File: config.mk
export PLATFORM = sky130hd
export DESIGN_NAME = step_ramp
export DESIGN_NICKNAME = d
export VERILOG_FILES = /design/src/rtl/step_ramp.sv
export SDC_FILE = /design/constraint.sdc
export NUM_CORES = 1
export LEC_CHECK = 0
export CAP_MARGIN = 20
export CORE_MARGIN = 8
export CORE_UTILIZATION = 50
export DETAILED_ROUTE_END_ITERATION = 12
export HOLD_SLACK_MARGIN = 0.08
export PLACE_DENSITY = 0.7
export SLEW_MARGIN = 20
export SYNTH_ARGS = -nofsm -noshare
export SYNTH_HDL_FRONTEND = slang
export SYNTH_SLANG_ARGS = --single-unit
export TNS_END_PERCENT = 5
File: constraint.sdc
create_clock -name clk_in -period 11.93 [get_ports clk_in]
set_input_delay 2.9825 -clock clk_in [delete_from_list [all_inputs] [get_ports clk_in]]
set_output_delay 2.9825 -clock clk_in [all_outputs]
set_load 0.01 [all_outputs]
File: src/rtl/step_ramp.sv
// Trapezoidal step/direction pulse generator: accelerates from a start period to a
// cruise period, then decelerates so the final step runs at the start period again.
module step_ramp #(
    parameter int PERIOD_WIDTH = 24,
    parameter int PULSE_WIDTH  = 25
) (
    input  logic                    clk_in,
    input  logic                    reset_in,
    input  logic                    start_in,
    input  logic                    abort_in,
    input  logic [31:0]             steps_in,
    input  logic                    dir_in,
    input  logic [PERIOD_WIDTH-1:0] period_start_in,
    input  logic [PERIOD_WIDTH-1:0] period_min_in,
    input  logic [PERIOD_WIDTH-1:0] accel_in,
    output logic                    step_out,
    output logic                    dir_out,
    output logic                    busy_out,
    output logic                    done_out,
    output logic [31:0]             steps_left_out
);

    localparam int PW = PERIOD_WIDTH;
    localparam int EW = PERIOD_WIDTH + 1;
    localparam logic [PW-1:0] MIN_PERIOD = PW'(2 * PULSE_WIDTH);
    localparam logic [PW-1:0] PULSE_LOAD = PW'(PULSE_WIDTH - 1);

    typedef enum logic [2:0] {
        ST_IDLE   = 3'd0,
        ST_SETUP  = 3'd1,
        ST_ACCEL  = 3'd2,
        ST_CRUISE = 3'd3,
        ST_DECEL  = 3'd4
    } state_t;

    state_t        state_r;
    logic [PW-1:0] period_start_r;
    logic [PW-1:0] period_min_r;
    logic [PW-1:0] accel_r;
    logic [PW-1:0] period_r;
    logic [PW-1:0] timer_r;
    logic [PW-1:0] high_cnt_r;
    logic [31:0]   accel_cnt_r;
    logic [31:0]   steps_left_r;
    logic          step_r;
    logic          dir_r;
    logic          busy_r;
    logic          done_r;

    logic [PW-1:0] start_clamp_s;
    logic [PW-1:0] min_floor_s;
    logic [PW-1:0] min_clamp_s;
    logic [31:0]   remain_s;
    state_t        prof_state_s;
    state_t        next_state_s;
    logic [PW-1:0] next_period_s;
    logic [31:0]   next_cnt_s;
    logic [EW-1:0] ext_period_s;
    logic [EW-1:0] decel_sum_s;
    logic [EW-1:0] accel_floor_s;
    logic [EW-1:0] accel_diff_s;

    function automatic logic [PW-1:0] clamp_low(input logic [PW-1:0] p);
        if (p < MIN_PERIOD) begin
            return MIN_PERIOD;
        end else begin
            return p;
        end
    endfunction

    // Periods as they will be latched on acceptance: floor at twice the pulse width, cruise never slower than start
    always_comb begin
        start_clamp_s = clamp_low(period_start_in);
        min_floor_s   = clamp_low(period_min_in);
        if (min_floor_s > start_clamp_s) begin
            min_clamp_s = start_clamp_s;
        end else begin
            min_clamp_s = min_floor_s;
        end
    end

    assign remain_s      = steps_left_r - 32'd1;
    assign prof_state_s  = (state_r == ST_SETUP) ? ST_ACCEL : state_r;
    assign ext_period_s  = {1'b0, period_r};
    assign decel_sum_s   = ext_period_s + {1'b0, accel_r};
    assign accel_floor_s = {1'b0, period_min_r} + {1'b0, accel_r};
    assign accel_diff_s  = ext_period_s - {1'b0, accel_r};

    // Profile update applied at every step rising edge, using the remaining count after that step
    always_comb begin
        next_state_s  = prof_state_s;
        next_period_s = period_r;
        next_cnt_s    = accel_cnt_r;
        if ((remain_s <= accel_cnt_r) || (prof_state_s == ST_DECEL)) begin
            next_state_s = ST_DECEL;
            if (decel_sum_s > {1'b0, period_start_r}) begin
                next_period_s = period_start_r;
            end else begin
                next_period_s = decel_sum_s[PW-1:0];
            end
            if (accel_cnt_r != 32'd0) begin
                next_cnt_s = accel_cnt_r - 32'd1;
            end else begin
                next_cnt_s = 32'd0;
            end
        end else if (prof_state_s == ST_ACCEL) begin
            // Zero acceleration holds the start period and never consumes decel budget
            if (accel_r == {PW{1'b0}}) begin
                next_period_s = period_r;
            end else if (ext_period_s > accel_floor_s) begin
                next_period_s = accel_diff_s[PW-1:0];
                next_cnt_s    = accel_cnt_r + 32'd1;
            end else begin
                next_period_s = period_min_r;
                next_state_s  = ST_CRUISE;
                if (period_r != period_min_r) begin
                    next_cnt_s = accel_cnt_r + 32'd1;
                end else begin
                    next_cnt_s = accel_cnt_r;
                end
            end
        end else begin
            next_period_s = period_r;
        end
    end

    // Move sequencer: acceptance, step timing, pulse width, completion and abort
    always_ff @(posedge clk_in or posedge reset_in) begin
        if (reset_in) begin
            state_r        <= ST_IDLE;
            period_start_r <= {PW{1'b0}};
            period_min_r   <= {PW{1'b0}};
            accel_r        <= {PW{1'b0}};
            period_r       <= {PW{1'b0}};
            timer_r        <= {PW{1'b0}};
            high_cnt_r     <= {PW{1'b0}};
            accel_cnt_r    <= 32'd0;
            steps_left_r   <= 32'd0;
            step_r         <= 1'b0;
            dir_r          <= 1'b0;
            busy_r         <= 1'b0;
            done_r         <= 1'b0;
        end else begin
            done_r <= 1'b0;
            case (state_r)
                ST_IDLE: begin
                    if (abort_in) begin
                        state_r <= ST_IDLE;
                    end else if (start_in) begin
                        dir_r          <= dir_in;
                        period_start_r <= start_clamp_s;
                        period_min_r   <= min_clamp_s;
                        accel_r        <= accel_in;
                        period_r       <= start_clamp_s;
                        accel_cnt_r    <= 32'd0;
                        steps_left_r   <= steps_in;
                        if (steps_in == 32'd0) begin
                            done_r <= 1'b1;
                        end else begin
                            state_r <= ST_SETUP;
                            busy_r  <= 1'b1;
                            timer_r <= PULSE_LOAD;
                        end
                    end else begin
                        state_r <= ST_IDLE;
                    end
                end
                ST_SETUP, ST_ACCEL, ST_CRUISE, ST_DECEL: begin
                    if (abort_in) begin
                        state_r <= ST_IDLE;
                        step_r  <= 1'b0;
                        busy_r  <= 1'b0;
                    end else begin
                        if (step_r) begin
                            if (high_cnt_r == {PW{1'b0}}) begin
                                step_r <= 1'b0;
                            end else begin
                                high_cnt_r <= high_cnt_r - PW'(1);
                            end
                        end
                        if (timer_r != {PW{1'b0}}) begin
                            timer_r <= timer_r - PW'(1);
                        end else if ((state_r != ST_SETUP) && (steps_left_r == 32'd0)) begin
                            state_r <= ST_IDLE;
                            step_r  <= 1'b0;
                            busy_r  <= 1'b0;
                            done_r  <= 1'b1;
                        end else begin
                            step_r       <= 1'b1;
                            high_cnt_r   <= PULSE_LOAD;
                            timer_r      <= period_r - PW'(1);
                            steps_left_r <= remain_s;
                            state_r      <= next_state_s;
                            period_r     <= next_period_s;
                            accel_cnt_r  <= next_cnt_s;
                        end
                    end
                end
                default: begin
                    state_r <= ST_IDLE;
                    step_r  <= 1'b0;
                    busy_r  <= 1'b0;
                end
            endcase
        end
    end

    assign step_out       = step_r;
    assign dir_out        = dir_r;
    assign busy_out       = busy_r;
    assign done_out       = done_r;
    assign steps_left_out = steps_left_r;

endmodule

=== Yosys cells after proc, flatten, opt, wreduce, memory -nomap -nowiden ===
Cells that the tools add are included.

* Bits in registers: 215
* Output and inout port bits: 36
* Word-level logic and storage cells: 144

* Add/sub/neg operators: 9
* Magnitude comparators: 6
* Equality and inequality tests: 21
* Muxes and demuxes: 75
* Bitwise logic cells: 1
* Reduce and logical (&&, ||, !) cells: 19

{| class="wikitable"
|+ Operator list
! cell !! number
|-
| 24-bit two-way mux || 23
|-
| 32-bit two-way mux || 16
|-
| 32-bit one-hot mux with 2 select lines || 2
|-
| 24-bit one-hot mux with 2 select lines || 2
|-
| 24-bit by 1-bit subtractor with 24-bit output, second input constant || 3
|-
| 32-bit zero test || 2
|-
| 32-bit by 1-bit subtractor with 32-bit output, second input constant || 2
|-
| 24-bit by 24-bit adder with 25-bit output || 2
|-
| 24-bit zero test || 2
|-
| 24-bit by 6-bit less-than comparator with 1-bit output, second input constant || 2
|-
| 3-bit two-way mux || 11
|-
| 32-bit by 1-bit adder with 32-bit output, second input constant || 1
|-
| 32-bit <= comparator || 1
|-
| 32-bit nonzero test || 1
|-
| 24-bit by 25-bit greater-than comparator with 1-bit output || 1
|-
| 25-bit by 24-bit greater-than comparator with 1-bit output || 1
|-
| 24-bit greater-than comparator || 1
|-
| 24-bit inequality test || 1
|-
| 24-bit nonzero test || 1
|-
| 24-bit subtractor || 1
|-
| 1-bit two-way mux || 17
|-
| 3-bit inequality test, second input constant || 5
|-
| 2-bit inequality test, second input constant || 6
|-
| 6-bit AND reduction || 2
|-
| other kinds (18) || 25
|}

=== Depth between registers and ports, before layout ===
* Word-level depth: 10
* Mapped depth: 23
* Depth with buffers taken out: 21

=== Worst setup path before layout ===
No wires, ideal clock.

* Kind: input to register
* Start point: input period_start_in[3]
* End point: register period_min_r[1]
* Setup time: 0.150 ns
* Arrival time: 5.724 ns
* Data required time: 11.780 ns
* Slack: 6.056 ns
* Stages: 15
* Path buffers: 1
* Cells stage by stage: o311ai_0 nand4_1 nor2_1 nor2_1 ha_1 nor2b_1 o21a_1 o21ai_0 a21oi_1 o21a_1 nor4b_1 o21ai_0 nand2_1 clkbuf_1 o311ai_0

* Longest elaborated chain between the ends: 4

{| class="wikitable"
|+ RTL lines
! what !! line !! text
|-
| from (decl) || 13 || <nowiki>input logic [PERIOD_WIDTH-1:0] period_start_in,</nowiki>
|-
| 24-bit by 6-bit less-than comparator with 1-bit output || 64 || <nowiki>if (p < MIN_PERIOD) begin</nowiki>
|-
| 24-bit two-way mux (*) || 64 ||
|-
| 24-bit greater-than comparator || 75 || <nowiki>if (min_floor_s > start_clamp_s) begin</nowiki>
|-
| 24-bit two-way mux (*) || 75 ||
|-
| to (signal assigned) || 132 || <nowiki>period_min_r <= {PW{1'b0}};</nowiki>
|-
| to (signal assigned) || 152 || <nowiki>period_min_r <= min_clamp_s;</nowiki>
|-
| to (decl) || 38 || <nowiki>logic [PW-1:0] period_min_r;</nowiki>
|}

Mark *: on every way between the ends. The rest lies on a longest branch, timed or not.
A chain may end at the register's enable or synchronous reset.

=== Worst setup path in the final report ===
* Start point: register steps_left_r[0], in the netlist steps_left_out[0]
* End point: register accel_cnt_r[5]

* Longest elaborated chain between the ends: 8
* Elaborated cells on any way between the ends: 15
* Classes of those cells: add/sub: 1; order compare: 1; eq/ne: 4; mux: 5; reduce/logical: 4

{| class="wikitable"
|+ RTL lines
! what !! line !! text
|-
| from (decl) || 44 || <nowiki>logic [31:0] steps_left_r;</nowiki>
|-
| from (signal assigned) || 156 || <nowiki>steps_left_r <= steps_in;</nowiki>
|-
| from (signal assigned) || 192 || <nowiki>steps_left_r <= remain_s;</nowiki>
|-
| 32-bit by 1-bit subtractor with 32-bit output || 82 || <nowiki>assign remain_s = steps_left_r - 32'd1;</nowiki>
|-
| 32-bit <= comparator || 94 || <nowiki>if ((remain_s <= accel_cnt_r) || (prof_state_s == ST_DECEL)) begin</nowiki>
|-
| 1-bit logical OR || 94 ||
|-
| 32-bit two-way mux || 94 ||
|-
| 32-bit two-way mux || 183 || <nowiki>end else if ((state_r != ST_SETUP) && (steps_left_r == 32'd0)) begin</nowiki>
|-
| 32-bit two-way mux || 181 || <nowiki>if (timer_r != {PW{1'b0}}) begin</nowiki>
|-
| 32-bit two-way mux || 169 || <nowiki>if (abort_in) begin</nowiki>
|-
| 32-bit one-hot mux with 2 select lines || 145 || <nowiki>case (state_r)</nowiki>
|-
| to (signal assigned) || 195 || <nowiki>accel_cnt_r <= next_cnt_s;</nowiki>
|-
| to (decl) || 43 || <nowiki>logic [31:0] accel_cnt_r;</nowiki>
|}

Several ways; a longest one is shown, not always the timed one. The select of a mux whose other input is x is not followed.

==> out/qor.csv <==
stage,metric,value,unit
synthesis,synth_xor_area_share,6.13,%
synthesis,ys_top_cells_by_count,"nand2_1, dfrtp_1, a21oi_1, nor2_1, o21ai_0",
sta,tightest_slew,1.06,ns
worst_setup_path,cp.arrival,7.51,ns
synthesis,synth_nets,2767,
min_path,hold_class,reg2reg,
worst_setup_path,end_kind,flip-flop,
floorplan,fp.dieH,214,um
run,max-cap-violations,0,
synthesis,yosysSeqAreaShare,27.5,%
sta,fmax,0.142,GHz
worst_setup_path,cpMaxStageDelayCell,o31ai_1,
sta,rsz0062_at_grt,no,
clocking,cts_hold_buf,0,
synthesis,synth_area_per_cell,7.91,um^2
place,port_buffers,144,
clocking,path_clk_slew,0.06,ns
worst_setup_path,cpPeakStageDelay,0.80,ns
sta,final.period_utilization,59.1,%
worst_setup_path,worstPathCellList,inv_1 -> ha_1 -> or3b_1 -> nor3_1 -> nand3_1 -> nor3_1 -> nand2_1 -> or3_1 -> xnor2_1 -> ha_1 -> nand3_1 -> a21oi_1 -> o311a_1 -> o31ai_1 -> a211oi_2 -> buf_4 -> a21o_1 -> a21oi_2 -> buf_4 -> nand2_1 -> o31ai_1,
sta,slew_violations,0,
clocking,cts.path.max_buffers,3,
status,outcome,"complete, no violations",
clocking,cts_tree,done,
worst_setup_path,cp-start-kind,flip-flop,
synthesis,synth_area,0.0196,mm^2
final_layout,fin_nets,2819,
drt,via_per_inst,6.33,
sta,relSlewSlack,28.8,%
final_layout,area_delta_synth_final,13.9,%
floorplan,dieWidth,214,um
final_layout,stdcell_count,3061,
floorplan,core_area,0.0386,mm^2
floorplan,row_count,72,
synthesis,synth_top_family_by_area,compound AO/OA/AOI/OAI gates,
synthesis,yosysWarnings,0,
synthesis,synth_compound_area_share,24.8,%
worst_setup_path,critPathKind,reg2reg,
floorplan,die_area,0.0457,mm^2
floorplan,start_util,50.6,%
synthesis,yosys.area.top_type_share,27.5,%
synthesis,synth_edf_count,0,
drt,drt-pass1-iter-count,6,
synthesis,synth.area.top_cells,"dfrtp_1, ha_1, a21oi_1, o21ai_0, nand2_1",
synthesis,yosys.area_share.adder,12.0,%
clocking,clock_latency,0.57,ns
drt,drc_errors,0,
synthesis,synthArstFlopShare,100,%
global_routing,grt_max_degree,143,
sta,setup_viol,0,
clocking,htreeDepth,1,
floorplan,ios,145,
worst_setup_path,required,12.40,ns
clocking,cts_num_sinks,215,
global_routing,grt_pass1_wl,101000,um
final_layout,regArea,0.00538,mm^2
final_layout,drive_above_1_share,4.99,%
final_layout,nFillCells,3595,
clocking,numCtsBuffers,28,
sta,setup_tns,0,ns
drt,ant_nets,0,
clocking,cts-resized-gates,0,
final_layout,antenna_cells,0,
synthesis,synthCells,2473,
drt,drt-total-wl,64900,um
drt,via_count,19400,
synthesis,synth_mux_area_share,2.56,%
global_routing,grt_usage,27.6,%
place,globalplace.congestion,0.961,
synthesis,ys_seq_elements,215,
drt,wl_per_cell,21.2,um
synthesis,synth_area_leader_cell,dfrtp_1,
final_layout,fin_util,57.6,%
sta,fin_crit,7.04,ns
place,dp_hpwl,48800,um
worst_setup_path,worstPathMaxFanout,31,
final_layout,multi_input_area,0.0131,mm^2
drt,dr.first_iter.drc_count,2203,
global_routing,overflow,0,
synthesis,synthMostInstantiatedCell,nand2_1,
synthesis,synth_cell_types,94,
sta,worst_clock_skew,0.0151,ns
place,place_inst,3012,
clocking,post_cts_buffers,0,
clocking,clk_root_buffer_cell,clkbuf_16,
global_routing,grt_pass1_vias,18500,
global_routing,antenna_found_initial,0,
sta,hold_violations,0,
synthesis,synth-simple-area-share,21.4,%
synthesis,yosys_most_used_dff,dfrtp_1,
==> placed cells by master (no fill, tap or decap), types with 26 or more instances in the layout <==
cell type,netlist,layout
ha_1,182,182
a21oi_1,204,204
xnor2_1,85,85
xor2_1,52,52
a21o_1,31,31
nor2_1,204,203
o21a_1,26,26
dfrtp_1,215,215
clkdlybuf4s50_1,0,144
nor3_1,65,65
nand2_1,231,230
nand3_1,69,69
clkbuf_16,0,28
or3_1,30,30
mux2i_1,31,31
o21ai_0,184,184
o22ai_1,26,26
nor4_1,60,58
nand4_1,43,43
o211ai_1,66,66
a211oi_1,36,36
inv_1,133,132
==> through the flow <==
stage          hold WS, ns  instance area (um^2)  setup WS [ns]
3_5_place_dp         0.469                 21200           4.37
5_1_grt              0.511                 22300           4.50
2_1_floorplan        0.463                 19600           3.07
4_1_cts              0.482                 22200           4.96
3_3_place_gp         0.459                 21200           4.37
6_report             0.483                 22300           4.89
==> path summary, 6_finish.rpt <==
path | start | to | slack, ns | cells after the start
min in group asynchronous | reset_in | high_cnt_r[15] | 2.96 | 2
max in group asynchronous | reset_in | period_r[8] | 7.42 | 3
min reg2reg | dir_out | dir_out | 0.48 | 2
max reg2reg | steps_left_out[0] | accel_cnt_r[5] | 4.89 | 21
min | dir_out | dir_out | 0.48 | 2
max | steps_left_out[0] | accel_cnt_r[5] | 4.89 | 21
==> state kept, by name, summed over array words and instances (netlist names) <==
| register | flops |
|---|---|
| accel_cnt_r | 32 |
| steps_left_out | 32 |
| accel_r | 24 |
| high_cnt_r | 24 |
| period_min_r | 24 |
| period_r | 24 |
| period_start_r | 24 |
| timer_r | 24 |
| state_r | 3 |
| busy_out | 1 |
| dir_out | 1 |
| done_out | 1 |
| step_out | 1 |
==> per-layer routing <==
layer / track usage [%] / routed length (um)
met1: 41.0 / 30000
met3: 6.40 / 6650
met2: 39.7 / 26900
met4: 7.07 / 1410
met5: 0 / 0
==> critical path, delay by kind of cell, from the launching register on <==
kind,cells,cell delay (ns)
adders and majority gates,2,0.56
xor gates and xnor gates,1,0.32
buffers and inverters,3,0.73
AOI/OAI and AO/OA,7,2.44
DFF,1,0.44
and+or+nand+nor,8,2.43
==> kinds of logic (layout without fill, tap and decap cells) <==
group                      after synthesis  after routing
and+or+nand+nor                        849            849
AOI/OAI and AO/OA                      764            764
buffers and inverters                  274            344
DFF                                    215            215
adders and majority gates              186            186
xor gates and xnor gates               137            137
muxes                                   48             48
==> layout make-up <==
class | count | share of cell area (%)
clock buffer | 36 | 3.46
clock inverter | 12 | 1.02
inverter | 133 | 2.30
multi-input combinational | 1984 | 59.0
sequential | 215 | 24.2
tap | 518 | 2.91
timing repair buffer | 163 | 7.20
Power is left out: the tool's default activity adds up to more than one toggle a clock period on the data nets, which glitch-free logic cannot reach.
